==> src/rtl/uart_pkg.sv <==
// Shared UART definitions: receiver state encoding and default link parameters
// common to the TX and RX paths.
package uart_pkg;

  typedef enum logic [2:0] {
    WAIT_IDLE = 3'd0,
    IDLE      = 3'd1,
    START     = 3'd2,
    DATA      = 3'd3,
    STOP      = 3'd4
  } rx_state_t;

  localparam int UART_DEFAULT_BAUD     = 115200;
  localparam int UART_DEFAULT_CLK_FREQ = 100_000_000;

endpackage

==> src/rtl/uart_sync.sv <==
// Two-flop synchronizer bringing an asynchronous level into the clock domain.
// RESET_VAL selects the value both flops take on reset.
module uart_sync #(
  parameter logic RESET_VAL = 1'b0
) (
  input  logic i_clk,
  input  logic i_rst,
  input  logic i_d,
  output logic o_q
);

  logic r_meta;
  logic r_sync;

  always_ff @(posedge i_clk) begin
    if (i_rst) begin
      r_meta <= RESET_VAL;
      r_sync <= RESET_VAL;
    end else begin
      r_meta <= i_d;
      r_sync <= r_meta;
    end
  end

  assign o_q = r_sync;

endmodule

==> src/rtl/uart_rx.sv <==
// UART receiver: oversamples the serial line, deframes 8N1 LSB-first and hands
// each byte to the host through a valid/ready holding register.
module uart_rx
  import uart_pkg::*;
#(
  parameter int DATA_WIDTH = 8,
  parameter int BAUD_RATE  = UART_DEFAULT_BAUD,
  parameter int CLK_FREQ   = UART_DEFAULT_CLK_FREQ
) (
  input  logic                  i_clk,
  input  logic                  i_rst,
  input  logic                  i_rx_sig,
  output logic [DATA_WIDTH-1:0] o_data_to_host,
  output logic                  o_valid_to_host,
  input  logic                  i_ready_from_host,
  output logic                  o_frame_err,
  output logic                  o_overrun_err
);

  localparam int PULSE_WIDTH      = CLK_FREQ / BAUD_RATE;
  localparam int HALF_PULSE_WIDTH = PULSE_WIDTH / 2;
  localparam int LB_DATA_WIDTH    = $clog2(DATA_WIDTH);
  localparam int CNT_W            = $clog2(PULSE_WIDTH) + 1;

  rx_state_t                r_state;
  rx_state_t                w_next;
  logic [CNT_W-1:0]         r_clkCnt;
  logic [LB_DATA_WIDTH-1:0] r_bitCnt;
  logic [DATA_WIDTH-1:0]    r_shift;
  logic [DATA_WIDTH-1:0]    r_data;
  logic                     r_valid;
  logic                     r_frameErr;
  logic                     r_overrun;
  logic                     w_rxS;
  logic                     w_tick;
  logic                     w_lastBit;
  logic                     w_stopOk;
  logic                     w_stopBad;

  // Reset value 0 keeps the receiver in WAIT_IDLE until a real high is seen.
  uart_sync #(.RESET_VAL(1'b0)) u_sync (
    .i_clk (i_clk),
    .i_rst (i_rst),
    .i_d   (i_rx_sig),
    .o_q   (w_rxS)
  );

  assign w_tick    = (r_clkCnt == '0);
  assign w_lastBit = (r_bitCnt == LB_DATA_WIDTH'(DATA_WIDTH - 1));

  always_comb begin
    w_next    = r_state;
    w_stopOk  = 1'b0;
    w_stopBad = 1'b0;
    case (r_state)
      WAIT_IDLE: if (w_rxS) w_next = IDLE;
      IDLE:      if (!w_rxS) w_next = START;
      START:     if (w_tick) w_next = w_rxS ? IDLE : DATA;
      DATA:      if (w_tick && w_lastBit) w_next = STOP;
      STOP: begin
        if (w_tick) begin
          if (w_rxS) begin
            w_next   = IDLE;
            w_stopOk = 1'b1;
          end else begin
            w_next    = WAIT_IDLE;
            w_stopBad = 1'b1;
          end
        end
      end
      default:   w_next = WAIT_IDLE;
    endcase
  end

  always_ff @(posedge i_clk) begin
    if (i_rst) begin
      r_state    <= WAIT_IDLE;
      r_clkCnt   <= '0;
      r_bitCnt   <= '0;
      r_shift    <= '0;
      r_data     <= '0;
      r_valid    <= 1'b0;
      r_frameErr <= 1'b0;
      r_overrun  <= 1'b0;
    end else begin
      r_state    <= w_next;
      r_frameErr <= w_stopBad;
      r_overrun  <= 1'b0;

      case (r_state)
        IDLE: if (!w_rxS) r_clkCnt <= CNT_W'(HALF_PULSE_WIDTH - 1);
        START: begin
          if (!w_tick) begin
            r_clkCnt <= r_clkCnt - CNT_W'(1);
          end else if (!w_rxS) begin
            r_clkCnt <= CNT_W'(PULSE_WIDTH - 1);
            r_bitCnt <= '0;
          end
        end
        DATA: begin
          if (!w_tick) begin
            r_clkCnt <= r_clkCnt - CNT_W'(1);
          end else begin
            r_shift  <= {w_rxS, r_shift[DATA_WIDTH-1:1]};
            r_clkCnt <= CNT_W'(PULSE_WIDTH - 1);
            if (!w_lastBit) r_bitCnt <= r_bitCnt + LB_DATA_WIDTH'(1);
          end
        end
        STOP: if (!w_tick) r_clkCnt <= r_clkCnt - CNT_W'(1);
        default: ;
      endcase

      // A handshake in the delivery cycle frees the register for the new byte.
      if (w_stopOk) begin
        if (!r_valid || i_ready_from_host) begin
          r_data  <= r_shift;
          r_valid <= 1'b1;
        end else begin
          r_overrun <= 1'b1;
        end
      end else if (r_valid && i_ready_from_host) begin
        r_valid <= 1'b0;
      end
    end
  end

  assign o_data_to_host  = r_data;
  assign o_valid_to_host = r_valid;
  assign o_frame_err     = r_frameErr;
  assign o_overrun_err   = r_overrun;

endmodule
==> config.mk <==
export PLATFORM = sky130hd
export DESIGN_NAME = uart_rx
export DESIGN_NICKNAME = d
export VERILOG_FILES = /design/src/rtl/uart_pkg.sv /design/src/rtl/uart_sync.sv /design/src/rtl/uart_rx.sv
export SDC_FILE = /design/constraint.sdc
export NUM_CORES = 1
export LEC_CHECK = 0
export BUFFER_PORTS_ARGS = -buffer_cell sky130_fd_sc_hd__buf_2
export CELL_PAD_IN_SITES_DETAIL_PLACEMENT = 2
export CELL_PAD_IN_SITES_GLOBAL_PLACEMENT = 2
export CORE_ASPECT_RATIO = 1.4
export CORE_MARGIN = 8
export CORE_UTILIZATION = 36
export DETAILED_ROUTE_END_ITERATION = 7
export PLACE_DENSITY_LB_ADDON = 0.1
export SLEW_MARGIN = 10
export SYNTH_ARGS = -nofsm -noshare
export SYNTH_HDL_FRONTEND = slang
export SYNTH_SLANG_ARGS = --single-unit
==> constraint.sdc <==
create_clock -name i_clk -period 2.4 [get_ports i_clk]
set_input_delay 0 -clock i_clk [delete_from_list [all_inputs] [get_ports i_clk]]
set_output_delay 0 -clock i_clk [all_outputs]
set_load 0.1 [all_outputs]
=== Word level (Yosys, flattened, before mapping) ===
Index checks and enable logic that the tools add are counted.

* $add $sub $neg: 2
* Eq/ne operators: 16
* Mux-type cells: 27
* Bitwise logic cells: 3
* Reductions and logical operators: 17

{| class="wikitable"
|+ Operators by type and width
! operator !! number
|-
| 11-bit two-way mux || 5
|-
| 11-bit one-hot mux with 4 select lines || 1
|-
| 3-bit two-way mux || 9
|-
| 2-bit != test (second input constant) || 8
|-
| 3-bit one-hot mux with 5 select lines || 1
|-
| 11-bit logical NOT || 1
|-
| 11-bit by 1-bit subtractor with 11-bit output (second input constant) || 1
|-
| 5-bit AND reduction || 2
|-
| 1-bit two-way mux || 9
|-
| 3-bit by 2-bit equality test with 1-bit output (second input constant) || 2
|-
| 3-bit equality test (second input constant) || 2
|-
| 3-bit one-hot mux with 2 select lines || 1
|-
| 2-bit AND reduction || 3
|-
| 2-bit by 1-bit != test with 1-bit output (second input constant) || 2
|-
| 4-bit AND reduction || 1
|-
| 2-bit nonzero test || 2
|-
| 4-bit nonzero test || 1
|-
| 3-bit by 1-bit adder with 3-bit output (second input constant) || 1
|-
| 3-bit by 1-bit equality test with 1-bit output (second input constant) || 1
|-
| 3-bit logical NOT || 1
|-
| 3-bit != test (second input constant) || 1
|-
| 1-bit inverter || 3
|-
| 3-bit OR reduction || 1
|-
| 1-bit logical AND || 2
|-
| 4 further kinds || 4
|}

* Register bits: 38
* Bits of input ports: 4
* Output and inout bits: 11
* Word-level logic and storage cells: 75

=== Longest topological paths before layout ===
Gate-level depths: netlist (run 1).

* Depth in word-level cells: 5
* Depth in mapped cells: 8
* Mapped depth without buffers: 7

=== Hierarchy ===
A second synthesis (run 1) with hierarchy kept.

* Cells, all modules: 209
* Area total of the unflattened synthesis: 1,853.0 sq um

{| class="wikitable"
|+ By module, submodules not included
! module !! times used !! cells an instance !! area an instance (sq um) !! seq. area each (sq um)
|-
| uart_rx || 1 || 205 || 1,800.5 || 720.7
|-
| uart_sync || 1 || 4 || 52.6 || 40.0
|}

=== Least setup slack after synthesis (run 1) ===
Ideal clock, no wire load.

* Path type: register to register
* From: register r_clkCnt[0]
* To: register r_clkCnt[5]
* Setup time: 0.135 ns
* Data arrival time: 1.996 ns
* Required time: 2.265 ns
* Path slack: 0.269 ns
* Cell stages (with the launch flop): 9
* Path buffers: 1
* Period minus slack after synthesis: 2.131 ns
* Path through: dfxtp_1 -> inv_1 -> ha_1 -> or4b_1 -> o41a_1 -> a211o_1 -> buf_6 -> o22ai_1 -> a211oi_1

* Word-level cells in the longest chain between the ends: 3
* Elaborated cells on any way between the ends: 9
* Those cells by class: add/sub (1); eq/ne (2); mux (4); reduce/logical (2)

{| class="wikitable"
|+ Ends and longest elaborated chain
! item !! line !! source
|-
| start: declaration || uart_rx.sv:27 || <nowiki>logic [CNT_W-1:0] r_clkCnt;</nowiki>
|-
| start signal: assignment || uart_rx.sv:91 || <nowiki>IDLE: if (!w_rxS) r_clkCnt <= CNT_W'(HALF_PULSE_WIDTH - 1);</nowiki>
|-
| start signal: assignment || uart_rx.sv:94 || <nowiki>r_clkCnt <= r_clkCnt - CNT_W'(1);</nowiki>
|-
| start signal: assignment || uart_rx.sv:96 || <nowiki>r_clkCnt <= CNT_W'(PULSE_WIDTH - 1);</nowiki>
|-
| 11-bit by 1-bit subtractor with 11-bit output / 11-bit logical NOT (equally long branches) || -- ||
|-
| 11-bit two-way mux (tied with other cells) || uart_rx.sv:109 || <nowiki>STOP: if (!w_tick) r_clkCnt <= r_clkCnt - CNT_W'(1);</nowiki>
|-
| 11-bit one-hot mux with 4 select lines / 4-bit AND reduction (equally long branches) || -- ||
|}

Parallel ways exist; a longest one is shown, timed or not. The select of a mux whose other input is x is not followed.
A chain may end at the register's enable or synchronous reset.

=== Final worst setup path (run 1) ===
* From: register r_clkCnt[1]
* To: register r_clkCnt[5]

The elaborated chain is that of the path after synthesis.

==> results_dict.tcl, run 1 <==
set metrics [dict create \
    dr.pass1.iters 3 \
    num-nets-final 236 \
    synth_ff_type "dfxtp_1" \
    reg2reg_from "r_clkCnt[1]" \
    leakagePower_nw 0.8433 \
    rsz0062_at_grt "false" \
    io_pins 15 \
    yosys_register_bits 38 \
    drive_above_1_share_pct 21.83 \
    maxClockFrequency_ghz 0.4422 \
    yosysMostFrequentCell "dfxtp_1" \
    syn_inst 199 \
    routed_wl_um 5325 \
    synth_common_cells "dfxtp_1 (38), nor2_1 (33), mux2i_1 (17), a21oi_1 (11)" \
    worstPathArrival_ps 2410 \
    finalCriticalPeriod_ps 2261 \
    drc_errors 0 \
    insertion_delay_ps 290 \
    die-height_um 99.21 \
    cts_tree "yes" \
    cp-start-kind "flop" \
    antenna_found_initial 0 \
    rrSetupSlack_ps 140 \
    power.density_nw_per_um2 1177 \
    power.total_mw 2.501 \
    coreArea_sq_um 4805 \
    r2r_end "r_clkCnt[5]" \
    fillers 551 \
    grt_start_max_net_pins 39 \
    maxSlewHeadroom_pct 53.12 \
    clkTransAtPathRegs_ps 80 \
    grt_pass1_wl_um 8825 \
    area.growth.synth_to_final_pct 19.33 \
    avgRoutedWirePerCell_um 18.17 \
    synth.cell_area_sq_um 1780 \
    hpwlAfterDp_um 4000 \
    tightest_slew_ps 703.2 \
    drtIter0Drc 34 \
    track_usage_pct 15.48 \
    syn_nets 207 \
    dieArea_sq_um 7484 \
    numCtsBuffers 5 \
    vdd_drop_max_mv 0.3874 \
    clock_sinks 38 \
    maxCapViolCount 0 \
    register_area_sq_um 760.7 \
    ctsLongestPathBuffers 2 \
    globalplace.congestion 0.8762 \
    synth_area_leader_cell "dfxtp_1" \
    die_w_um 75.44 \
    setup_viol 0 \
    routed-via-count 1595 \
    portBuffers 14 \
    cts_root_buffer "clkbuf_8" \
    crit_type "flop to flop" \
    crit_chain "inv_1, ha_1, or4b_4, o41a_1, a211o_4, o22ai_1, a211oi_1" \
    cp.required_ps 2550 \
    multi_input_area_sq_um 969.7 \
    cts_setup_buffers 0 \
    finalCritPeriodShare_pct 94.22 \
    num_antenna_cells 0 \
    syn_avg_cell_area_sq_um 8.947 \
    ys_top_cells_by_area "dfxtp_1 (43%), mux2i_1 (9.6%), nor2_1 (7.0%)" \
    cp_max_fo 9 \
    critical_path.max_stage_delay_ps 490 \
    grt_pass1_vias 1807 \
    synthArstFlopShare_pct 0 \
    hold-path-endpoint "o_overrun_err" \
    reg2reg_depth 7 \
    crit_path_end_kind "flop" \
    cts.htree.levels 2 \
    synth.distinct_cells 47 \
    path_delay_family "compound AO/OA/AOI/OAI gates" \
    hold_class "input pin to flop" \
    path_buf_inv 1 \
    cp_slowest_cell "or4b_4" \
    start_util_pct 37.06 \
    yosysTopAreaCellShare_pct 42.73 \
    tns_ps 0 \
    hold_viol 0 \
    ant_nets 0 \
    holdCritStartpoint "i_ready_from_host" \
    hold-path-cell-count 3 \
    rows 30 \
    fin_skew_ps 5.784 \
    grt_overflow 0 \
    slew_viol_final 0 \
    outcome "completed" \
    via_per_inst 5.444 \
    ys_warn_count 0 \
    synth_edf_count 0 \
    yosysSeqAreaShare_pct 42.73 \
]
-- cells by family after synthesis --
logic type | after synthesis | share of synthesized area [%]
and+or+nand+nor | 80 | 23.12
AOI/OAI and AO/OA | 44 | 17.29
DFF | 38 | 42.73
muxes | 17 | 9.557
buffers and inverters | 14 | 3.514
adders and majority gates | 4 | 2.811
xor gates and xnor gates | 2 | 0.9840
-- timing repair --
item / 4_1_cts / 5_1_grt
gates resized for setup: 0 / 3
hold buffers: 1 / 0
setup endpoints to repair: 0 / 7
hold endpoints to repair: 1 / 0
-- sequential cells by signal, indices dropped and copies added (netlist names) --
| name | cells |
|---|---|
| r_state | 3 |
| o_overrun_err | 1 |
| u_sync.o_q | 1 |
| o_valid_to_host | 1 |
| r_clkCnt | 11 |
| u_sync.r_meta | 1 |
| o_data_to_host | 8 |
| o_frame_err | 1 |
| r_bitCnt | 3 |
| r_shift | 8 |
-- per-layer routing --
layer | up-vias | global-route usage (%) | part of all wire, %
li1 | 774 | - | -
met2 | 14 | 29.89 | 58
met4 | 0 | 6.538 | 2.1
met5 | - | 0 | 0
met1 | 799 | 14.79 | 38
met3 | 8 | 2.920 | 1.8
-- metrics by stage --
| step | setup WS, ps | cells | utilization, % | cell area [sq um] | hold WS (ps) |
|---|---|---|---|---|---|
| after floorplan | 268.7 | 199 | - | 1780 | 128.2 |
| after global placement | 149.6 | 284 | 41.77 | 2007 | 207.7 |
| after detailed placement | 41.51 | 284 | 41.77 | 2007 | 224.4 |
| after CTS | 30.47 | 293 | 43.96 | 2112 | 28.86 |
| after global routing | 12.08 | 293 | 44.22 | 2125 | 45.70 |
| final | 138.6 | 293 | 44.22 | 2125 | 35.75 |
-- layout make-up --
| class | count | area share, % |
|---|---|---|
| multi-input combinational | 147 | 45.64 |
| sequential | 38 | 35.81 |
| inverter | 5 | 0.8834 |
| clock buffer | 6 | 3.887 |
| tap | 64 | 3.769 |
| clock inverter | 2 | 0.5889 |
| timing repair buffer | 31 | 9.423 |
-- worst min-delay path, cell delays in order --
cell,delay [ps]
buf_2,70
nand2b_1,150
nor3_1,70
-- worst max-delay path by stage --
| stage | startpoint | end | depth (start not counted) |
|---|---|---|---|
| finish | r_clkCnt[1] | r_clkCnt[5] | 7 |
| floorplan | r_clkCnt[0] | r_clkCnt[5] | 8 |
| global placement | r_clkCnt[1] | r_clkCnt[5] | 7 |
| global route | r_clkCnt[1] | r_clkCnt[9] | 8 |
| CTS | r_clkCnt[1] | r_clkCnt[8] | 7 |
| detailed placement | r_clkCnt[1] | r_clkCnt[8] | 7 |
-- where the power goes --
part           switching, mW  total (mW)  internal (mW)
Clock                  0.236       0.467          0.231
Combinational          0.710        1.23          0.521
Sequential            0.0994       0.803          0.703
-- layout by cell type, fill, tap and decap left out, types with 2 or more instances in the layout --
master,instances
dfxtp_1,38
nor2_1,33
mux2i_1,17
buf_4,16
buf_2,14
a21oi_1,11
nand2_1,8
nor3_1,8
o21ai_0,8
nand3_1,6
clkbuf_8,6
inv_1,5
nor2b_1,4
nand2b_1,4
a211oi_1,4
ha_1,4
nand4_1,3
a31oi_1,3
or2_2,2
xnor2_1,2
o31ai_1,2
o22ai_1,2
a311oi_2,2
(Power assumes the default switching activity.)
==> run 2: changes to the inputs <==
--- a/config.mk
+++ b/config.mk
@@ -16,4 +16,5 @@
 export SLEW_MARGIN = 10
 export SYNTH_ARGS = -nofsm -noshare
 export SYNTH_HDL_FRONTEND = slang
+export SYNTH_HIERARCHICAL = 1
 export SYNTH_SLANG_ARGS = --single-unit
==> run 2 against run 1 <==
  * First-iteration DRC count grew 50%
  * Largest cell class unchanged
  * Critical path depth unchanged
  * Final cell count down 0.68%
  * Non-clock buffer count is 10 lower
  * Global-route usage fell by 1.0 points
  * Critical path type unchanged
  * Critical endpoint is now r_bitCnt[1]
  * Power rose by 7.6%
  * Highest routed layer unchanged
==> results_dict.tcl, run 2 <==
set metrics [dict create \
    grt_start_max_net_pins 39 \
    worstPathArrival_ps 2270 \
    die-height_um 100.9 \
    rsz0062_at_grt "false" \
    yosysMostFrequentCell "dfxtp_1" \
    rows 31 \
    multi_input_area_sq_um 982.2 \
    maxClockFrequency_ghz 0.4704 \
    power.density_nw_per_um2 1274 \
    yosysSeqAreaShare_pct 41.05 \
    drtIter0Drc 51 \
    synth_ff_type "dfxtp_1" \
    grt_pass1_wl_um 8880 \
    hold_viol 0 \
    die_w_um 76.64 \
    reg2reg_from "r_clkCnt[0]" \
    layout_common_cells "dfxtp_1 (38), nor2_1 (25), a21oi_1 (20)" \
    ys_warn_count 6 \
    dieArea_sq_um 7732 \
    synthArstFlopShare_pct 0 \
    insertion_delay_ps 290 \
    via_per_inst 5.509 \
    register_area_sq_um 760.7 \
    globalplace.congestion 0.7450 \
    hpwlAfterDp_um 3740 \
    synth.cell_area_sq_um 1853 \
    track_usage_pct 14.48 \
    cts.htree.levels 2 \
    worst_setup_path_endpoint "r_bitCnt[1]" \
    syn_inst 209 \
    grt_pass1_vias 1820 \
    largest_register_ffs 11 \
    cp_slowest_cell "and3_1" \
    r2r_end "r_bitCnt[1]" \
    ys_top_cells_by_area "dfxtp_1 (41%), mux2i_1 (7.0%), a21oi_1 (5.4%)" \
    finalCriticalPeriod_ps 2126 \
    cts_setup_buffers 0 \
    num-nets-final 232 \
    fin_skew_ps 5.988 \
    leakagePower_nw 0.8298 \
    cp-start-kind "flop" \
    reg2reg_depth 7 \
    critical_path.max_stage_delay_ps 460 \
    finalCritPeriodShare_pct 88.57 \
    io_pins 15 \
    synth_area_leader_cell "dfxtp_1" \
    yosysTopAreaCellShare_pct 41.05 \
    area.growth.synth_to_final_pct 13.91 \
    path_buf_inv 1 \
    ctsLongestPathBuffers 2 \
    largest-register "r_clkCnt" \
    path_depth 7 \
    finalWorstSetupSlack_ps 274.4 \
    path_delay_family "simple AND/OR/NAND/NOR gates" \
    outcome "completed" \
    cts_root_buffer "clkbuf_8" \
    vdd_drop_max_mv 0.4204 \
    rrSetupSlack_ps 270 \
    ctsResizeCount 0 \
    hold_class "input pin to flop" \
    yosys_register_bits 38 \
    clock_sinks 38 \
    cp.required_ps 2550 \
    synth.distinct_cells 51 \
    coreArea_sq_um 5081 \
    crit_type "flop to flop" \
    place_ws_ps 285.8 \
    routed_wl_um 5233 \
    antenna_found_initial 0 \
    dr.pass1.iters 4 \
    crit_path_end_kind "flop" \
    grt_overflow 0 \
    ant_nets 0 \
    portBuffers 14 \
    cp_max_fo 10 \
    synth_common_cells "dfxtp_1 (38), nor2_1 (25), a21oi_1 (20), mux2i_1 (13), nand2_1 (13)" \
    clkTransAtPathRegs_ps 80 \
    final_common_cell "dfxtp_1" \
    synth_edf_count 0 \
    routed-via-count 1603 \
    fillers 574 \
    tightest_slew_ps 705.1 \
    setup_viol 0 \
    num_antenna_cells 0 \
    cts_tree "yes" \
    syn_nets 217 \
    numCtsBuffers 5 \
    hold_ws_ps 47.52 \
    cp-startpoint "r_clkCnt[0]" \
    avgRoutedWirePerCell_um 17.98 \
    slew_viol_final 0 \
    tns_ps 0 \
    crit_chain "inv_1, ha_1, nor4b_2, and3_1, nand3_1, mux2i_1, nor2_1" \
    start_util_pct 36.47 \
    maxCapViolCount 0 \
    syn_avg_cell_area_sq_um 8.866 \
    drive_above_1_share_pct 18.67 \
    drc_errors 0 \
    maxSlewHeadroom_pct 52.99 \
]
run 2: what timing repair did:
item | in CTS | in global routing
hold buffers | 1 | 0
hold endpoints to repair | 1 | 0
endpoints found under the setup margin | 0 | 0
run 2: final cells by class:
type / count / area share [%]
well taps: 66 / 3.912
inverters: 6 / 1.067
clock inverters: 3 / 3.260
flip-flops and latches: 38 / 36.04
clock buffers: 5 / 3.260
repair buffers: 21 / 5.928
multi-input cells: 152 / 46.53
run 2: report_power, final:
part / switching [mW] / total, mW / internal, mW
Clock: 0.242 / 0.659 / 0.417
Sequential: 0.166 / 0.888 / 0.722
Combinational: 0.673 / 1.14 / 0.469
Total: 1.08 / 2.69 / 1.61
run 2: per-stage QoR:
step | cells | util (%) | cell area, sq um | power, mW
2_1_floorplan | 209 | - | 1853 | 1.731
3_3_place_gp | 282 | 38.64 | 1963 | 1.973
3_5_place_dp | 282 | 38.64 | 1963 | 2.048
4_1_cts | 291 | 41.54 | 2111 | 2.733
5_1_grt | 291 | 41.54 | 2111 | 2.882
6_report | 291 | 41.54 | 2111 | 2.690
run 2: worst min-delay path by stage:
stage	startpoint	end	cells past startpoint
final	i_ready_from_host	o_overrun_err	3
after global routing	i_ready_from_host	o_overrun_err	3
after CTS	i_ready_from_host	o_overrun_err	3
after detailed placement	i_rx_sig	u_sync/r_meta	2
after global placement	i_rx_sig	u_sync/r_meta	2
after floorplan	i_rst	u_sync/o_q	1
run 2: worst min-delay path, stage by stage:
cell,delay [ps]
buf_2,70
nand2b_1,150
nor4_1,70
run 2: logic make-up (layout without fill, tap and decap cells):
group | count (synthesis) | after routing | share of synthesized area, %
compound gates | 44 | 44 | 15.53
simple gates | 90 | 90 | 27.28
xor+xnor | 1 | 1 | 0.4727
buf+inv | 19 | 35 | 5.942
flops | 38 | 38 | 41.05
fa+ha+maj | 4 | 4 | 2.701
mux | 13 | 13 | 7.022
run 2: layer usage:
| metal | wire (um) | vias to the layer above | GRT usage (%) |
|---|---|---|---|
| li1 | - | 773 | - |
| met1 | 2099 | 803 | 13.84 |
| met2 | 2953 | 18 | 28.97 |
| met3 | 82 | 9 | 2.589 |
| met4 | 98 | 0 | 6.538 |
| met5 | 0 | - | 0 |
==> run 3: changes to the inputs <==
--- a/config.mk
+++ b/config.mk
@@ -12,6 +12,8 @@
 export CORE_MARGIN = 8
 export CORE_UTILIZATION = 36
 export DETAILED_ROUTE_END_ITERATION = 7
+export GPL_ROUTABILITY_DRIVEN = 0
+export HOLD_SLACK_MARGIN = 0.03
 export PLACE_DENSITY_LB_ADDON = 0.1
 export SLEW_MARGIN = 10
 export SYNTH_ARGS = -nofsm -noshare
==> constraint.sdc (replaced) <==
create_clock -name i_clk -period 2 [get_ports i_clk]
set_input_delay 0 -clock i_clk [delete_from_list [all_inputs] [get_ports i_clk]]
set_output_delay 0 -clock i_clk [all_outputs]
set_load 0.1 [all_outputs]
==> run 3 against run 2 <==
  * Register-to-register slack got worse by 150 ps
  * Critical path depth up 2
  * Clock-buffer cell count is 1 higher
  * Sequential power is 20% higher
  * Final cell count rose by 5.2%
  * Highest routed layer unchanged
==> results_dict.tcl, run 3 (synthesis results as in run 2) <==
set metrics [dict create \
    outcome "completed" \
    hold_ws_ps 239.2 \
    placed_area_sq_um 2016 \
    power.density_nw_per_um2 1522 \
    r2r_end "r_clkCnt[9]" \
    tightest_slew_ps 730.4 \
    cts_root_buffer "clkbuf_8" \
    finalCriticalPeriod_ps 1874 \
    insertion_delay_ps 300 \
    drive_above_1_share_pct 28.75 \
    portBuffers 14 \
    largest_register_ffs 11 \
    hold-path-endpoint "r_state[1]" \
    hold_viol 0 \
    layout_common_cells "dfxtp_1 (36), nor2_1 (25), a21oi_1 (19)" \
    die_w_um 76.64 \
    final_common_cell "dfxtp_1" \
    crit_path_end_kind "flop" \
    grt_pass1_wl_um 9211 \
    grt_start_max_net_pins 39 \
    holdCritStartpoint "i_rst" \
    maxSlewHeadroom_pct 51.31 \
    stdcell_area_sq_um 2267 \
    hpwlAfterDp_um 3905 \
    numCtsBuffers 5 \
    grt_pass1_vias 1796 \
    drc_errors 0 \
    fin_skew_ps 9.000 \
    hold_class "input pin to flop" \
    rows 31 \
    setup_viol 0 \
    reg2reg_from "r_clkCnt[0]" \
    fillers 582 \
    cp-start-kind "flop" \
    hold-path-cell-count 2 \
    antenna_found_initial 0 \
    largest-register "r_clkCnt" \
    clkTransAtPathRegs_ps 80 \
    finalCritPeriodShare_pct 93.70 \
    cts_tree "yes" \
    vdd_drop_max_mv 0.4385 \
    cp_max_fo 5 \
    crit_type "flop to flop" \
    start_util_pct 36.47 \
    num-nets-final 247 \
    die-height_um 100.9 \
    ctsLongestPathBuffers 2 \
    cp.required_ps 2210 \
    cts.htree.levels 2 \
    routed-via-count 1678 \
    coreArea_sq_um 5081 \
    maxClockFrequency_ghz 0.5336 \
    area.growth.synth_to_final_pct 22.35 \
    grt_overflow 0 \
    dieArea_sq_um 7732 \
    clock_sinks 38 \
    leakagePower_nw 0.8929 \
    fin_util_pct 44.62 \
    ant_nets 0 \
    drtIter0Drc 39 \
    via_per_inst 5.484 \
    maxCapViolCount 0 \
    routed_wl_um 5661 \
    io_pins 15 \
    slew_viol_final 0 \
    num_antenna_cells 0 \
    dr.pass1.iters 4 \
    rrSetupSlack_ps 130 \
    track_usage_pct 14.88 \
    worstPathArrival_ps 2080 \
    reg2reg_depth 9 \
    avgRoutedWirePerCell_um 18.50 \
]
## run 3: report_power, final
part,switching [mW],leakage (nW),internal [mW],total [mW]
Sequential,0.191,0.310,0.875,1.07
Clock,0.297,0.0478,0.284,0.581
Combinational,0.971,0.535,0.834,1.80
Total,1.46,0.893,1.99,3.45
## run 3: routing by layer
metal	wire, um	GRT usage (%)
met1	2327	15.19
met2	3084	28.90
met3	126	3.036
met4	123	5.349
met5	0	0
## run 3: final cells by class
| class | count | area (sq um) | share of cell area, % |
|---|---|---|---|
| Clock inverter | 2 | 16.27 | 0.7174 |
| Sequential cell | 38 | 765.7 | 33.77 |
| Tap cell | 66 | 82.58 | 3.642 |
| Clock buffer | 6 | 82.58 | 3.642 |
| Multi-Input combinational cell | 152 | 1050 | 46.30 |
| Timing Repair Buffer | 36 | 245.2 | 10.82 |
| Inverter | 6 | 25.02 | 1.104 |
## run 3: worst max-delay path, cell delays in order, from the launching register on
cell and delay [ps]:
dfxtp_4 370, inv_4 70, ha_4 130, nor4b_4 280, nand3_2 180, buf_6 180
buf_4 140, a21oi_4 150, nor2_1 70, nor4_1 230
## run 3: metrics by stage
stage | TNS (ps) | power [mW] | cells | setup slack [ps]
floorplan | 0 | 2.077 | 209 | 249.0
detailed placement | -480.6 | 2.529 | 289 | -102.1
global placement | 0 | 2.453 | 289 | 42.12
CTS | -38.31 | 3.192 | 300 | -21.66
finish | 0 | 3.451 | 306 | 125.9
global route | -9.042 | 3.674 | 306 | -9.042
## run 3: how the worst max path moves through the flow
stage | startpoint | endpoint | slack (ps)
after floorplan | o_valid_to_host | o_data_to_host[2] | 250
after global placement | r_clkCnt[0] | r_clkCnt[5] | 40
after detailed placement | r_clkCnt[0] | r_bitCnt[2] | -100
after CTS | r_clkCnt[0] | r_state[0] | -20
after global routing | r_clkCnt[1] | o_data_to_host[1] | -9
final | r_clkCnt[0] | r_clkCnt[9] | 130
## run 3: repair_timing
action	CTS	global route
gates resized for setup	2	19
buffers inserted	1	5
gates cloned	0	1
setup endpoints to repair	29	24
hold buffers	2	0
endpoints found under the hold margin	3	0
pin swaps	1	3
